## src/rtl/gmii_tx_arbiter_pkg.sv

```systemverilog
// Shared definitions for the two-source GMII transmit arbiter: FSM state
// encoding, default timing constants and the round-robin pick helper.
package gmii_tx_arbiter_pkg;

    // Width of one GMII data byte
    localparam int GMII_W = 8;

    // Default idle cycles between frames (96 bit times at 1 Gb/s)
    localparam int DEF_IFG_CYCLES = 12;

    // Default number of cycles a granted source may take to start its frame
    localparam int DEF_START_TO = 64;

    // Default longest frame in bytes, preamble and SFD included
    localparam int DEF_MAX_LEN = 1530;

    typedef enum logic [1:0] {
        ST_IDLE  = 2'd0,
        ST_GRANT = 2'd1,
        ST_SEND  = 2'd2,
        ST_IFG   = 2'd3
    } arb_state_e;

    // Round-robin choice: a lone requester wins outright, and on a tie the
    // source that was not served last goes next
    function automatic logic pick_grant(input logic r0, input logic r1, input logic last);
        if (r0 && r1) begin
            return ~last;
        end else if (r1) begin
            return 1'b1;
        end else begin
            return 1'b0;
        end
    endfunction

endpackage

```

## src/rtl/gmii_tx_arbiter.sv

```systemverilog
// Round-robin arbiter sharing one GMII transmit port between two frame
// sources. It forwards the granted byte stream through one register stage,
// enforces the inter-frame gap, revokes unused grants and truncates frames
// that run past MAX_LEN bytes.
module gmii_tx_arbiter
    import gmii_tx_arbiter_pkg::*;
#(
    parameter int IFG_CYCLES = DEF_IFG_CYCLES,
    parameter int START_TO   = DEF_START_TO,
    parameter int MAX_LEN    = DEF_MAX_LEN
) (
    input  logic              gmii_tx_clk,
    input  logic              sys_rst_n,
    input  logic              req0,
    input  logic              req1,
    output logic              ack0,
    output logic              ack1,
    input  logic              tx_en0,
    input  logic              tx_en1,
    input  logic [GMII_W-1:0] txd0,
    input  logic [GMII_W-1:0] txd1,
    output logic              gmii_tx_en,
    output logic [GMII_W-1:0] gmii_txd,
    output logic              frame_abort
);

    // Counter widths are sized so the largest value each one reaches fits
    localparam int LEN_W = $clog2(MAX_LEN + 1);
    localparam int IFG_W = $clog2(IFG_CYCLES + 1);
    localparam int TO_W  = $clog2(START_TO + 1);

    localparam logic [LEN_W-1:0] LEN_MAX  = LEN_W'(MAX_LEN);
    localparam logic [LEN_W-1:0] LEN_ONE  = LEN_W'(1);
    localparam logic [IFG_W-1:0] IFG_LAST = IFG_W'(IFG_CYCLES - 1);
    localparam logic [TO_W-1:0]  TO_LAST  = TO_W'(START_TO - 1);

    arb_state_e        state_q, state_d;
    logic              sel_q, sel_d;
    logic              last_q, last_d;
    logic [LEN_W-1:0]  len_q, len_d;
    logic [IFG_W-1:0]  ifg_q, ifg_d;
    logic [TO_W-1:0]   to_q, to_d;
    logic              gmii_tx_en_q, gmii_tx_en_d;
    logic [GMII_W-1:0] gmii_txd_q, gmii_txd_d;
    logic              frame_abort_q, frame_abort_d;

    logic              sel_en;
    logic [GMII_W-1:0] sel_txd;
    logic              port_owned;
    logic              start_timeout;
    logic              truncate;

    // Only the selected source is ever looked at; the other one is muted here
    assign sel_en  = sel_q ? tx_en1 : tx_en0;
    assign sel_txd = sel_q ? txd1 : txd0;

    assign port_owned    = (state_q == ST_GRANT) || (state_q == ST_SEND);
    assign start_timeout = (state_q == ST_GRANT) && !sel_en && (to_q == TO_LAST);
    assign truncate      = (state_q == ST_SEND) && sel_en && (len_q == LEN_MAX);

    // State, arbitration memory, counters and the output register stage
    always_ff @(posedge gmii_tx_clk or negedge sys_rst_n) begin
        if (!sys_rst_n) begin
            state_q       <= ST_IDLE;
            sel_q         <= 1'b0;
            last_q        <= 1'b1;
            len_q         <= '0;
            ifg_q         <= '0;
            to_q          <= '0;
            gmii_tx_en_q  <= 1'b0;
            gmii_txd_q    <= '0;
            frame_abort_q <= 1'b0;
        end else begin
            state_q       <= state_d;
            sel_q         <= sel_d;
            last_q        <= last_d;
            len_q         <= len_d;
            ifg_q         <= ifg_d;
            to_q          <= to_d;
            gmii_tx_en_q  <= gmii_tx_en_d;
            gmii_txd_q    <= gmii_txd_d;
            frame_abort_q <= frame_abort_d;
        end
    end

    // Next-state logic; gap and timeout counters fall back to zero whenever
    // they are not counting, so each starts from zero on entry to its state
    always_comb begin
        state_d = state_q;
        sel_d   = sel_q;
        last_d  = last_q;
        len_d   = len_q;
        ifg_d   = '0;
        to_d    = '0;
        unique case (state_q)
            ST_IDLE: begin
                if (req0 || req1) begin
                    state_d = ST_GRANT;
                    sel_d   = pick_grant(req0, req1, last_q);
                    last_d  = pick_grant(req0, req1, last_q);
                end
            end
            ST_GRANT: begin
                if (sel_en) begin
                    state_d = ST_SEND;
                    len_d   = LEN_ONE;
                end else if (start_timeout) begin
                    state_d = ST_IFG;
                end else begin
                    to_d = to_q + TO_W'(1);
                end
            end
            ST_SEND: begin
                if (!sel_en || truncate) begin
                    state_d = ST_IFG;
                end else begin
                    len_d = len_q + LEN_W'(1);
                end
            end
            ST_IFG: begin
                if (ifg_q == IFG_LAST) begin
                    state_d = ST_IDLE;
                end else begin
                    ifg_d = ifg_q + IFG_W'(1);
                end
            end
            default: begin
                state_d = ST_IDLE;
            end
        endcase
    end

    // Output decode: grants follow the state, and the data path forwards the
    // selected byte only while the port is owned and no abort is happening
    always_comb begin
        ack0          = port_owned && !sel_q;
        ack1          = port_owned && sel_q;
        gmii_tx_en_d  = port_owned && sel_en && !truncate;
        gmii_txd_d    = gmii_tx_en_d ? sel_txd : '0;
        frame_abort_d = start_timeout || truncate;
    end

    assign gmii_tx_en  = gmii_tx_en_q;
    assign gmii_txd    = gmii_txd_q;
    assign frame_abort = frame_abort_q;

endmodule

```

## config.mk

```make
export PLATFORM = sky130hd
export DESIGN_NAME = gmii_tx_arbiter
export DESIGN_NICKNAME = d
export VERILOG_FILES = /design/src/rtl/gmii_tx_arbiter_pkg.sv /design/src/rtl/gmii_tx_arbiter.sv
export SDC_FILE = /design/constraint.sdc
export NUM_CORES = 1
export LEC_CHECK = 0
export BUFFER_PORTS_ARGS = -buffer_cell sky130_fd_sc_hd__buf_4
export CAP_MARGIN = 40
export CORE_UTILIZATION = 58
export DETAILED_ROUTE_END_ITERATION = 10
export PLACE_DENSITY = 0.92
export RECOVER_POWER = 100
export REMOVE_ABC_BUFFERS = 1
export SLEW_MARGIN = 20
export SYNTH_ARGS = -nofsm -noshare
export SYNTH_HDL_FRONTEND = slang
export SYNTH_SLANG_ARGS = --single-unit
```

## constraint.sdc

```tcl
create_clock -name gmii_tx_clk -period 4.3 [get_ports gmii_tx_clk]
set_clock_uncertainty 0.05 [all_clocks]
set_input_delay 0.86 -clock gmii_tx_clk [delete_from_list [all_inputs] [get_ports gmii_tx_clk]]
set_output_delay 0.86 -clock gmii_tx_clk [all_outputs]
set_load 0.02 [all_outputs]
```

* Word level (Yosys, flattened, before mapping)
Cells that the tools add are included.
Storage, ports and cells: flip-flop bits (word level) 36, input port bits 22
Operators by class: $add $sub $neg 3, equal/unequal tests 12, mux-type cells 19, bitwise operators 1, reduce and logical (&&, ||, !) cells 21
Operator list (number):
- $mux 11 | 2
- $pmux 11 s2 | 1
- $mux 7 | 3
- $mux 8 | 2
- $add 11x1->11 const B | 1
- $eq 11x11->1 const B | 1
- $mux 2 | 5
- $logic_and 1x1->1 | 9
- $mux 4 | 2
- $ne 2x2->1 const B | 4
- $pmux 2 s4 | 1
- $add 7x1->7 const B | 1
- $eq 7x6->1 const B | 1
- $add 4x1->4 const B | 1
- $eq 2x2->1 const B | 2
- $eq 4x4->1 const B | 1
- $logic_or 1x1->1 | 4
- $reduce_and 4->1 | 1
- $logic_not 1->1 | 3
- $mux 1 | 3
- $ne 3x3->1 const B | 1
- $reduce_and 3->1 | 1
- $eq 2x1->1 const B | 1
- $logic_not 2->1 | 1
- other kinds (4) | 4

* Longest topological paths before layout
word-level depth 7, depth in mapped cells 8

* Worst setup path after synthesis
OpenSTA, ideal clock, no wires.
kind flip-flop to output port, start point register state_q[0], end point output port ack0, arrival time 1115 ps, data required time 3390 ps, path slack 2275 ps, cell stages (with the launch flop) 4, buffers on the path 0, path through dfrtp_1 -> inv_1 -> ha_1 -> nor2b_1
Between the ends: cells in the longest elaborated chain, start to end 3, elaborated cells on any way between the ends 4, classes of those cells eq/ne: 2; reduce/logical: 2
RTL lines:
- from (decl) | RTL line gmii_tx_arbiter.sv:37 | arb_state_e state_q, state_d;
- from (signal assigned) | RTL line gmii_tx_arbiter.sv:74 | state_q <= state_d;
- $eq 2x1->1 / $eq 2x2->1 (equally long branches) | RTL line gmii_tx_arbiter.sv:57 | assign port_owned = (state_q == ST_GRANT) || (state_q == ST_SEND);
- $logic_or 1x1->1 * | RTL line gmii_tx_arbiter.sv:57
- $logic_and 1x1->1 * | RTL line gmii_tx_arbiter.sv:136 | ack0 = port_owned && !sel_q;
- to (decl) | RTL line gmii_tx_arbiter.sv:16 | output logic ack0,
Mark *: on every way between the ends. The rest lies on a longest branch, timed or not.

* Worst setup path in the final report
start point register state_q[0], end point register state_q[1]
Between the ends: cells in the longest elaborated chain, start to end 6, elaborated cells on any way between the ends 15, classes of those cells eq/ne: 7; mux: 1; reduce/logical: 7
RTL lines:
- $eq 2x2->1 | RTL line gmii_tx_arbiter.sv:59, gmii_tx_arbiter.sv:95
- $logic_and 1x1->1 (2 in series) | RTL line gmii_tx_arbiter.sv:59 | assign truncate = (state_q == ST_SEND) && sel_en && (len_q == LEN_MAX);
- $logic_or 1x1->1 | RTL line gmii_tx_arbiter.sv:114 | if (!sel_en || truncate) begin
- $ne 2x1->1 (no source line)
- $reduce_and 4->1 (no source line)
Several ways; a longest one is shown, not always the timed one. A chain may end at the register's enable or synchronous reset.

==> run_results.csv <==
group,metric,value,unit
outcome,status,"complete, but fails checks",
outcome,violations,"max-capacitance violations, max-slew violations",
die,rows,19,
routing,antenna_left,0,
synth,synth_area_leaders,"dfrtp_1 48%, ha_1 6.2%, mux2i_1 5.5%",
min_path,hold_path_depth,1,
routing,wl_per_cell,16.2,um
synth,yosysWarningCount,0,
synth,synthCells,175,
layout,final_common_cell,"dfrtp_1",
layout,fin_util,0.731,
critical_path,criticalPathCategory,"register to register",
clocking,cts_tree,"done",
placed_design,gp_congestion,0.919,
global_route,grt_remaining_overflow,0,
layout,layout_common_cells,"35 x dfrtp_1, 21 x nor2_1, 21 x buf_4, 14 x nand2_1, 13 x a31oi_1",
timing,setup_viol,0,
layout,fillerInstances,208,
routing,via_per_inst,6.02,
clocking,clk_path_buf_depth,2,
timing,holdWs,0.425,ns
critical_path,timing.rr.end,"state_q[1]$_DFFE_PN0P_",
critical_path,start_kind,"register",
clocking,cts_sinks,36,
synth,ys_seq_area_frac,0.496,
power,power_density,600,nW/um^2
layout,nets,241,
layout,antennaDiodeCount,0,
clocking,clk_pin_slew,0.10,ns
synth,synth_area_per_cell,10.4,sq um
critical_path,r2r_start,"state_q[0]$_DFFE_PN0P_",
min_path,min_from,"to_q[0]$_DFF_PN0_",
timing,worst_pin_slew,1.85,ns
timing,fmax,0.349,GHz
routing,drt_iter0_markers,108,
clocking,h-tree-depth,2,
critical_path,cp.arrival,3.04,ns
die,start_util,0.637,
routing,drcViolationCount,0,
layout,fin_area,2080,sq um
flow_run,maxCapViolations,1,
placed_design,io_buffers,33,
synth,synthAdderAreaFrac,0.0619,
die,die_area,3360,sq um
clocking,cts_hold_buf,0,
synth,yosysUniqueCellTypes,43,
synth,synth_compound_area_frac,0.123,
synth,yosys.area.top_type,"dfrtp_1",
synth,yosysTopAreaCellShare,0.482,
timing,timing.final.crit_share,0.667,
synth,synthSimpleGateAreaFrac,0.178,
die,die_h,58.0,um
critical_path,rrSetupSlack,1.43,ns
global_route,grt_usage,0.274,
clocking,insertion_delay,0.34,ns
critical_path,worstSetupEndpointType,"register",
synth,synth.area.mux_share,0.0798,
clocking,clockRootBuffer,"clkbuf_4",
critical_path,r2r_cells,6,
placed_design,post_dp_cell_area,2070,sq um
timing,hold_viol,0,
global_route,grt_max_degree,37,
synth,synth_seq_cells,36,
global_route,antenna_found_initial,0,
min_path,holdPathEnd,"to_q[0]$_DFF_PN0_",
clocking,cts_setup_buffers,0,
clocking,cts_buffers,5,
timing,timing.slew.headroom,-0.232,
layout,area_growth_syn_to_layout,14.7,%
synth,synth_top_family_by_area,"simple AND/OR/NAND/NOR gates",
clocking,post_cts_resized,0,
power,ir_worst_vdd,378,uV
die,dieWidth,58.0,um
timing,fin_tns_setup,0,ns
critical_path,worstPathRequired,4.47,ns
die,fp.coreArea,2850,sq um
synth,synth-xor-area-share,0.0241,
placed_design,dp_hpwl,2910,um
global_route,grt_pass1_wl,6680,um
synth,syn-cell-area,1820,sq um
timing,fin_crit,2.87,ns
layout,drive_above_1_share,0.152,
routing,routed_wl,3910,um
min_path,min_path_type,"register to register",
routing,drtPass1Iterations,4,
power,p_leak,0.948,nW
die,ios,34,
critical_path,crit_fanout,20,
global_route,first_global_vias,1377,
routing,dr_total_vias,1450,
timing,rsz0062_at_grt,"no",
timing,drv_slew,37,
## layout make-up
type	instances	area [sq um]	area share
sequential	36	902	0.433
multi-input combinational	125	842	0.404
timing repair buffer	33	203	0.0972
clock buffer	7	65.1	0.0312
tap	31	38.8	0.0186
inverter	9	33.8	0.0162
## per-stage QoR
stage / power, W / std cells / setup WS, ns
2_1_floorplan: 0.000885 / 170 / 2.00
3_3_place_gp: 0.00104 / 234 / 1.85
3_5_place_dp: 0.00109 / 234 / 1.61
4_1_cts: 0.00129 / 241 / 1.59
5_1_grt: 0.00133 / 241 / 1.24
6_report: 0.00125 / 241 / 1.43
## state kept, by name (all words and copies together) (netlist names)
signal,count
frame_abort,1
gmii_tx_en,1
gmii_txd,8
ifg_q,4
last_q,1
len_q,11
sel_q,1
state_q,2
to_q,7
## worst max-delay path by stage
stage                                 from  slack [ns]                      to
finish              state_q[0]$_DFFE_PN0P_        1.43  state_q[1]$_DFFE_PN0P_
global route        state_q[0]$_DFFE_PN0P_        1.24  state_q[0]$_DFFE_PN0P_
CTS                 state_q[0]$_DFFE_PN0P_        1.59    len_q[0]$_DFFE_PN0P_
detailed placement  state_q[0]$_DFFE_PN0P_        1.61    len_q[0]$_DFFE_PN0P_
global placement    state_q[0]$_DFFE_PN0P_        1.85    len_q[0]$_DFFE_PN0P_
floorplan           state_q[0]$_DFFE_PN0P_        2.00    len_q[0]$_DFFE_PN0P_
## cells in the mapped netlist, drive strengths merged
cell,n
nand4b,2
and2,2
and4b,1
nand3b,2
nand2b,4
nor3,3
o41a,1
mux2,4
a221oi,1
mux2i,10
and3,2
o21ai,5
xnor2,2
nor4,2
nor3b,1
clkbuf,2
a31oi,14
dfrtp,35
a32o,1
nor2b,1
o21a,1
nor2,21
buf,3
nand3,7
xor2,3
a22oi,1
dfstp,1
or3,1
o211ai,2
ha,9
a21oi,4
o22ai,1
o31a,2
nand4,1
nand2,14
inv,9
## worst max-delay path, stage by stage, from the launching register on
cell	delay [ns]
dfrtp_1	0.44
inv_1	0.15
ha_1	0.59
nand4b_1	0.28
nor4_1	0.65
o211ai_1	0.25
mux2_1	0.35
## layer usage
layer / track usage / share of wire / up-vias
met5: 0 / 0 / -
met4: 0.105 / 0.024 / 0
met3: 0.0938 / 0.077 / 10
met2: 0.437 / 0.50 / 69
met1: 0.348 / 0.40 / 678
li1: - / - / 693
## power by group
group          switching [W]  total [W]  internal, W
clock network       0.000103   0.000196    0.0000927
logic               0.000323   0.000525     0.000202
registers          0.0000969   0.000529     0.000432
total               0.000523    0.00125     0.000727
## kinds of logic (layout without fill, tap and decap cells)
logic type | count (synthesis) | in the layout
AND/OR/NAND/NOR | 64 | 64
flip-flops | 36 | 36
AO/OA/AOI/OAI | 33 | 33
multiplexers | 14 | 14
buffers and inverters | 14 | 49
adder cells (fa/ha/maj) | 9 | 9
XOR/XNOR | 5 | 5
Power figures use the tool's default switching activity.
